--- config.mk ---
export PLATFORM = sky130hd
export DESIGN_NAME = serial_subtractor
export DESIGN_NICKNAME = d
export VERILOG_FILES = /design/src/rtl/serial_subtractor_pkg.sv /design/src/rtl/serial_subtractor_digit_subtractor.sv /design/src/rtl/serial_subtractor.sv
export SDC_FILE = /design/constraint.sdc
export NUM_CORES = 1
export LEC_CHECK = 0
export CORE_ASPECT_RATIO = 1.4
export CORE_MARGIN = 4
export CORE_UTILIZATION = 54
export CTS_CLUSTER_DIAMETER = 200
export CTS_CLUSTER_SIZE = 30
export DETAILED_ROUTE_END_ITERATION = 7
export HOLD_SLACK_MARGIN = 0.08
export PLACE_DENSITY = 0.84
export SLEW_MARGIN = 20
export SYNTH_ARGS = -nofsm -noshare
export SYNTH_HDL_FRONTEND = slang
export SYNTH_SLANG_ARGS = --single-unit
--- constraint.sdc ---
create_clock -name clk -period 3.8 [get_ports clk]
set_input_delay 0.57 -clock clk [delete_from_list [all_inputs] [get_ports clk]]
set_output_delay 0.57 -clock clk [all_outputs]
set_load 0.01 [all_outputs]
--- src/rtl/serial_subtractor_pkg.sv ---
// Shared types and constants for the digit-serial subtractor.
package serial_subtractor_pkg;

   typedef enum logic [1:0] {
      ST_IDLE = 2'd0,
      ST_SUB  = 2'd1,
      ST_NEG  = 2'd2,
      ST_DONE = 2'd3
   } state_e;

   localparam logic MODE_DIFF = 1'b0;
   localparam logic MODE_ABS  = 1'b1;

   // True when the operand width splits into a whole number of digits.
   function automatic bit width_ok(input int unsigned w, input int unsigned d);
      return (d >= 1) && (d <= w) && ((w % d) == 0);
   endfunction

endpackage

--- src/rtl/serial_subtractor_digit_subtractor.sv ---
// DIGIT-bit full subtractor slice: {bout, d} = x - y - bin.
module digit_subtractor #(
   parameter int unsigned DIGIT = 4
) (
   input  logic [DIGIT-1:0] x,
   input  logic [DIGIT-1:0] y,
   input  logic             bin,
   output logic [DIGIT-1:0] d,
   output logic             bout
);

   logic [DIGIT:0] full_c;

   // The extra top bit wraps to 1 exactly when x < y + bin.
   assign full_c = {1'b0, x} - {1'b0, y} - (DIGIT+1)'(bin);
   assign d      = full_c[DIGIT-1:0];
   assign bout   = full_c[DIGIT];

endmodule

--- src/rtl/serial_subtractor.sv ---
// Digit-serial A - B - borrow_in with optional absolute-difference pass.
module serial_subtractor
   import serial_subtractor_pkg::*;
#(
   parameter int unsigned WIDTH = 16,
   parameter int unsigned DIGIT = 4
) (
   input  logic             clk,
   input  logic             rst_n,
   input  logic             start,
   input  logic [WIDTH-1:0] a,
   input  logic [WIDTH-1:0] b,
   input  logic             borrow_in,
   input  logic             mode,
   output logic [WIDTH-1:0] diff,
   output logic             borrow_out,
   output logic             overflow,
   output logic             busy,
   output logic             done
);

   localparam int unsigned N        = WIDTH / DIGIT;
   localparam int unsigned CNT_W    = (N > 1) ? $clog2(N) : 1;
   localparam logic [CNT_W-1:0] CNT_LAST = CNT_W'(N - 1);

   if (!width_ok(WIDTH, DIGIT)) begin : g_bad_width
      $error("serial_subtractor: WIDTH must be a positive multiple of DIGIT");
   end

   state_e           state_q;
   logic [CNT_W-1:0] cnt_q;
   logic [WIDTH-1:0] a_sh_q;
   logic [WIDTH-1:0] b_sh_q;
   logic [WIDTH-1:0] acc_q;
   logic             brw_q;
   logic             mode_q;
   logic             a_msb_q;
   logic             b_msb_q;
   logic [WIDTH-1:0] diff_q;
   logic             borrow_out_q;
   logic             overflow_q;
   logic             busy_q;
   logic             done_q;

   logic [DIGIT-1:0] x_c;
   logic [DIGIT-1:0] y_c;
   logic [DIGIT-1:0] d_c;
   logic             bout_c;
   logic [WIDTH-1:0] acc_d;
   logic             last_c;
   logic             accept_c;

   // NEG pass computes 0 - acc, so the minuend digit is forced to zero.
   assign x_c = (state_q == ST_NEG) ? '0 : a_sh_q[DIGIT-1:0];
   assign y_c = b_sh_q[DIGIT-1:0];

   digit_subtractor #(.DIGIT(DIGIT)) u_digit (
      .x    (x_c),
      .y    (y_c),
      .bin  (brw_q),
      .d    (d_c),
      .bout (bout_c)
   );

   // Result digits enter at the top so the LSB digit ends at bit 0.
   assign acc_d    = (acc_q >> DIGIT) | (WIDTH'(d_c) << (WIDTH - DIGIT));
   assign last_c   = (cnt_q == CNT_LAST);
   assign accept_c = start && ((state_q == ST_IDLE) || (state_q == ST_DONE));

   always_ff @(posedge clk or negedge rst_n) begin
      if (!rst_n) begin
         state_q      <= ST_IDLE;
         cnt_q        <= '0;
         a_sh_q       <= '0;
         b_sh_q       <= '0;
         acc_q        <= '0;
         brw_q        <= 1'b0;
         mode_q       <= 1'b0;
         a_msb_q      <= 1'b0;
         b_msb_q      <= 1'b0;
         diff_q       <= '0;
         borrow_out_q <= 1'b0;
         overflow_q   <= 1'b0;
         busy_q       <= 1'b0;
         done_q       <= 1'b0;
      end else begin
         done_q <= 1'b0;
         case (state_q)
            ST_IDLE, ST_DONE: begin
               if (accept_c) begin
                  a_sh_q  <= a;
                  b_sh_q  <= b;
                  brw_q   <= borrow_in;
                  mode_q  <= mode;
                  a_msb_q <= a[WIDTH-1];
                  b_msb_q <= b[WIDTH-1];
                  acc_q   <= '0;
                  cnt_q   <= '0;
                  busy_q  <= 1'b1;
                  state_q <= ST_SUB;
               end else begin
                  state_q <= ST_IDLE;
               end
            end
            ST_SUB: begin
               acc_q  <= acc_d;
               a_sh_q <= a_sh_q >> DIGIT;
               b_sh_q <= b_sh_q >> DIGIT;
               brw_q  <= bout_c;
               cnt_q  <= cnt_q + CNT_W'(1);
               if (last_c) begin
                  cnt_q <= '0;
                  if ((mode_q == MODE_ABS) && bout_c) begin
                     // Negative result: feed it back as the subtrahend of 0 - x.
                     b_sh_q  <= acc_d;
                     brw_q   <= 1'b0;
                     acc_q   <= '0;
                     state_q <= ST_NEG;
                  end else begin
                     diff_q       <= acc_d;
                     borrow_out_q <= bout_c;
                     overflow_q   <= (mode_q == MODE_DIFF) && (a_msb_q != b_msb_q) &&
                                     (acc_d[WIDTH-1] != a_msb_q);
                     busy_q       <= 1'b0;
                     done_q       <= 1'b1;
                     state_q      <= ST_DONE;
                  end
               end
            end
            ST_NEG: begin
               acc_q  <= acc_d;
               b_sh_q <= b_sh_q >> DIGIT;
               brw_q  <= bout_c;
               cnt_q  <= cnt_q + CNT_W'(1);
               if (last_c) begin
                  // Only reached after a SUB borrow of 1; mode 1 never flags overflow.
                  cnt_q        <= '0;
                  diff_q       <= acc_d;
                  borrow_out_q <= 1'b1;
                  overflow_q   <= 1'b0;
                  busy_q       <= 1'b0;
                  done_q       <= 1'b1;
                  state_q      <= ST_DONE;
               end
            end
            default: state_q <= ST_IDLE;
         endcase
      end
   end

   assign diff       = diff_q;
   assign borrow_out = borrow_out_q;
   assign overflow   = overflow_q;
   assign busy       = busy_q;
   assign done       = done_q;

endmodule

==> results.json, run 1 <==
{
  "root_buffer": "clkbuf_8",
  "grt_pass1_wl_mm": 12.70,
  "timing.rr.end": "b_sh_q[1]",
  "layout.nets": 427,
  "wl_per_cell_um": 16.48,
  "drc": 0,
  "synth.distinct_cells": 41,
  "p_total_uw": 3503,
  "worstSetupStartpointType": "flop",
  "wl_mm": 7.549,
  "dp_hpwl_mm": 5.433,
  "grt_pass1_vias": 2709,
  "drive_above_1_share": 0.1321,
  "grt_start_max_net_pins": 47,
  "rrSetupSlack_ns": 0.69,
  "setup_viol": 0,
  "maxSlewHeadroom": 0.3193,
  "async_reset_ff_frac": 1.000,
  "period_minus_slack_ns": 3.109,
  "avgSynthCellArea_um2": 10.93,
  "ys_seq_area_frac": 0.5056,
  "final_max_slew_viol_count": 0,
  "setup_ws_ns": 0.6909,
  "die_w_um": 76.66,
  "die_area_um2": 7981,
  "max_slew.worst_pin.slew_ns": 1.019,
  "place_ws_ns": 0.7466,
  "rsz0062_at_grt": "false",
  "drv_cap": 0,
  "synth_top_cell_by_area": "dfrtp_1",
  "fin_tns_setup_ns": 0,
  "hold_ws_ns": 0.2220,
  "path_class": "flop to flop",
  "reg2reg_depth": 12,
  "gp_congestion": 0.7796,
  "syn_area_um2": 3563,
  "core_um2": 6296,
  "fmax_mhz": 321.6,
  "grt-ovfl-total": 0,
  "rr_startpoint": "state_q[0]",
  "netlist_top_cells_area": "dfrtp_1 (51%), mux2i_1 (7.3%), mux2_2 (6.6%)",
  "hp-class": "primary input to asynchronous set/reset pin",
  "postCtsSetupRepairBufs": 0,
  "vias": 2638,
  "ctsHoldBuffers": 0,
  "initial_core_util": 0.5660,
  "clock_latency_ns": 0.35,
  "syn-num-nets": 372,
  "synth_top_area_share": 0.5056,
  "cp_max_fo": 20,
  "drt-initial-drc-count": 179,
  "power_density_nw_per_um2": 802.0,
  "htreeDepth": 3,
  "cts-resized-gates": 0,
  "fin_crit_sh": 0.8182,
  "clkTransAtPathRegs_ns": 0.07,
  "syn2layout_area_growth_pct": 22.58,
  "grt_antenna_before_repair": 0,
  "ys_seq_elements": 72,
  "synthCells": 326,
  "p_leak_uw": 0.001960,
  "fin_skew_ns": 0.005190,
  "crit_required_ns": 4.03,
  "core.rowCount": 34,
  "num_antenna_cells": 0,
  "end_kind": "flop",
  "status": "completed",
  "cts_tree": "yes",
  "ys_warn_count": 0,
  "ant_nets": 0,
  "synth_edf_count": 0,
  "clk_path_buf_depth": 2,
  "drtPass1Iterations": 6,
  "cts.sinks": 72,
  "grt.total_usage": 0.1983,
  "port_buffers": 56,
  "ir_drop_v": 0.0005080,
  "ioPinCount": 57,
  "vias_per_cell": 5.760,
  "cts_buffers": 9,
  "dieHeight_um": 104.1,
  "finalHoldViolCount": 0,
  "arrival_ns": 3.34,
  "ys.flop_type": "dfrtp_1"
}
-- through the flow --
step	cells	utilization	area [um^2]
final	458	0.6938	4368
after global routing	458	0.6938	4368
after CTS	458	0.6938	4368
after detailed placement	442	0.6626	4172
after global placement	442	0.6626	4172
after floorplan	326	-	3563
-- power by group --
| group | switching, uW | internal [uW] |
|---|---|---|
| sequential | 191 | 1050 |
| clock | 290 | 302 |
| combinational | 900 | 767 |
| total | 1380 | 2120 |
-- metal layers --
layer,wire length (um),global-route usage
met5,0,0
met2,3879,0.3314
met4,125,0.08808
met1,3203,0.2371
met3,342,0.05546
-- cell usage in the layout (no fill, tap or decap), types with 4 or more instances in the layout --
master	netlist	final
a21oi_1	4	4
clkdlybuf4s50_1	0	55
o21ai_0	32	32
a22oi_1	6	6
clkbuf_8	0	9
buf_4	1	7
inv_1	21	21
dfrtp_1	72	72
ha_1	7	7
nand2b_1	6	6
a221o_1	8	8
nand2_1	38	38
nor2_1	6	6
nor2b_1	17	17
a22o_1	18	18
mux2i_1	26	26
mux2_2	21	21
-- layout make-up --
cell class	count	area, um^2
clock inverter	7	72.57
tap	72	90.09
clock buffer	9	123.9
multi-input combinational	214	1593
timing repair buffer	63	608.1
sequential	72	1802
fill	486	1928
inverter	21	78.83
-- state kept, by name, summed over array words and instances (netlist names) --
signal      cells
done            1
state_q         2
acc_q          12
a_sh_q         16
borrow_out      1
mode_q          1
b_sh_q         16
cnt_q           2
overflow        1
a_msb_q         1
busy            1
b_msb_q         1
brw_q           1
diff           16
-- cell families after synthesis --
group	count (synthesis)	share of synthesized area
fa+ha+maj	9	0.03581
simple gates	75	0.1025
xor+xnor	2	0.004917
compound gates	81	0.1643
mux	47	0.1394
flops	72	0.5056
buf+inv	40	0.04740
-- synthesized netlist by cell type, types with 2 or more instances --
| cell type | n |
|---|---|
| nand2b_1 | 6 |
| nand2_1 | 38 |
| xor2_1 | 2 |
| mux2i_1 | 26 |
| mux2_2 | 21 |
| inv_1 | 21 |
| a22oi_1 | 6 |
| a22o_1 | 18 |
| clkbuf_1 | 10 |
| o21ai_0 | 32 |
| dfrtp_1 | 72 |
| nor2_1 | 6 |
| ha_1 | 7 |
| nand3_1 | 2 |
| fa_1 | 2 |
| buf_2 | 6 |
| a221o_1 | 8 |
| a21oi_1 | 4 |
| nor2b_1 | 17 |
-- worst max-delay path, stage by stage (launching register included) --
cell and delay, ns:
dfrtp_1 0.39, inv_1 0.09, ha_1 0.36, nor2b_1 0.11
fa_1 0.41, inv_1 0.09, fa_1 0.22, a21boi_2 0.10
or3_4 0.36, a21oi_4 0.27, o21bai_2 0.08, buf_4 0.20
a221o_1 0.31
-- worst max-delay path by stage --
stage | startpoint | to | slack (ns) | depth (start not counted)
after global placement | state_q[0] | b_sh_q[3] | 0.84 | 12
final | state_q[0] | b_sh_q[1] | 0.69 | 12
after detailed placement | state_q[0] | b_sh_q[8] | 0.75 | 12
after CTS | state_q[0] | b_sh_q[1] | 0.68 | 12
after global routing | state_q[0] | b_sh_q[5] | 0.46 | 12
after floorplan | state_q[0] | diff[10] | 0.94 | 12
No activity file was read; power rests on OpenSTA's default activity.
==> inputs of run 2 (changes only) <==
clock period = 3.2 ns   (was 3.8 ns; I/O delays follow)
==> run 2 against run 1 <==
  * Flip-flop and latch count did not move
  * Register-to-register slack got worse by 0.44 ns
  * Clock power rose by 45%
  * Wire length fell by 1.7%
  * Via count fell by 0.23%
  * Worst hold slack improved by 0.11 ns
  * Largest cell class unchanged
==> results.json, run 2 (synthesis results as in run 1) <==
{
  "postCtsSetupRepairBufs": 0,
  "hp-class": "primary input to asynchronous set/reset pin",
  "fin_crit_sh": 0.9223,
  "status": "completed",
  "vias": 2632,
  "htreeDepth": 3,
  "final_max_slew_viol_count": 0,
  "grt_antenna_before_repair": 0,
  "fin_tns_setup_ns": 0,
  "finish.utilization": 0.7037,
  "initial_core_util": 0.5660,
  "path_class": "flop to flop",
  "clk_path_buf_depth": 2,
  "setup_viol": 0,
  "grt_pass1_wl_mm": 12.72,
  "grt_pass1_vias": 2701,
  "max_stage_delay_ns": 0.44,
  "crit_start": "state_q[0]",
  "reg2reg_depth": 11,
  "drive_above_1_share": 0.1344,
  "root_buffer": "clkbuf_8",
  "cts.sinks": 72,
  "dp_hpwl_mm": 5.340,
  "dieHeight_um": 104.1,
  "grt_start_max_net_pins": 73,
  "rsz0062_at_grt": "false",
  "timing.rr.end": "b_sh_q[7]",
  "rrSetupSlack_ns": 0.25,
  "drc": 0,
  "cp_max_fo": 20,
  "drt-initial-drc-count": 136,
  "layout.nets": 428,
  "rr_startpoint": "state_q[0]",
  "maxSlewHeadroom": 0.3323,
  "ant_nets": 0,
  "wl_per_cell_um": 16.17,
  "finalHoldViolCount": 0,
  "syn2layout_area_growth_pct": 24.33,
  "grt.total_usage": 0.1963,
  "crit_required_ns": 3.43,
  "max_slew.worst_pin.slew_ns": 1.001,
  "drtPass1Iterations": 4,
  "core_um2": 6296,
  "die_area_um2": 7981,
  "final_cell_mix": "dfrtp_1 (72), clkdlybuf4s50_1 (55), nand2_1 (38)",
  "ir_drop_v": 0.0005131,
  "vias_per_cell": 5.734,
  "path_buf_inv": 2,
  "wl_mm": 7.422,
  "cp_top_family": "compound AO/OA/AOI/OAI gates",
  "period_minus_slack_ns": 2.951,
  "worstSetupStartpointType": "flop",
  "num_antenna_cells": 0,
  "setup_ws_ns": 0.2486,
  "grt-ovfl-total": 0,
  "place_ws_ns": 0.08043,
  "fin_skew_ns": 0.01046,
  "core.rowCount": 34,
  "p_leak_uw": 0.001989,
  "drv_cap": 0,
  "port_buffers": 56,
  "cp_slowest_cell": "fa_1",
  "final_common_cell": "dfrtp_1",
  "cp-endpoint": "b_sh_q[7]",
  "cts_buffers": 9,
  "fillers": 468,
  "crit_cells": 11,
  "clkTransAtPathRegs_ns": 0.08,
  "fmax_mhz": 338.8,
  "ioPinCount": 57,
  "end_kind": "flop",
  "worstPathCellList": "inv_1, ha_1, nor2b_1, fa_1, inv_1, fa_1, a21boi_2, o21ai_0, a21oi_4, o21bai_4, a221o_1",
  "power_density_nw_per_um2": 975.9,
  "die_w_um": 76.66,
  "arrival_ns": 3.18,
  "cts_tree": "yes",
  "gp_congestion": 0.7760,
  "clock_latency_ns": 0.34
}
## run 2: stage by stage
step | power [uW] | hold WS, ns | instances | cell area, um^2
after global routing | 4662 | 0.4230 | 459 | 4431
after detailed placement | 3474 | 0.4706 | 443 | 4179
after global placement | 3383 | 0.4615 | 443 | 4179
after floorplan | 2889 | 0.1844 | 326 | 3563
final | 4324 | 0.3347 | 459 | 4431
after CTS | 4349 | 0.3696 | 459 | 4423
## run 2: area by class of cell
type                       count  area, um^2  share of cell area
clock buffer                   9       123.9             0.02796
clock inverter                 7       120.1             0.02711
inverter                      21       78.83             0.01779
multi-input combinational    214        1600              0.3612
sequential                    72        1802              0.4067
tap                           72       90.09             0.02033
timing repair buffer          64       615.6              0.1389
## run 2: per-layer routing
| layer | up-vias | track usage | wire length [um] |
|---|---|---|---|
| met5 | - | 0 | 0 |
| met4 | 0 | 0.07642 | 96 |
| met3 | 8 | 0.04159 | 301 |
| met2 | 60 | 0.3384 | 3848 |
| met1 | 1300 | 0.2389 | 3176 |
| li1 | 1264 | - | - |
## run 2: worst min-delay path by stage
stage	from	end
6_report	rst_n	diff[7]
5_1_grt	rst_n	diff[7]
4_1_cts	rst_n	diff[7]
3_5_place_dp	a_sh_q[7]	a_sh_q[7]
3_3_place_gp	a_sh_q[5]	a_sh_q[5]
2_1_floorplan	rst_n	a_msb_q
## run 2: what timing repair did
item,CTS,global route
endpoints found under the setup margin,0,20
endpoints found under the hold margin,0,0
hold buffers,0,0
resized for setup,0,1
## run 2: worst reg2reg max path: cells and delay by family (launching register included)
| family | cells | cell delay (ns) |
|---|---|---|
| AOI/OAI and AO/OA | 5 | 1.23 |
| buffers and inverters | 2 | 0.13 |
| adders and majority gates | 3 | 0.97 |
| DFF | 1 | 0.35 |
| and+or+nand+nor | 1 | 0.18 |
## run 2: power by group
group	switching (uW)	leakage [uW]	internal, uW
combinational	1070	0.000936	921
clock	339	0.000119	519
sequential	224	0.000934	1250
total	1640	0.00199	2690
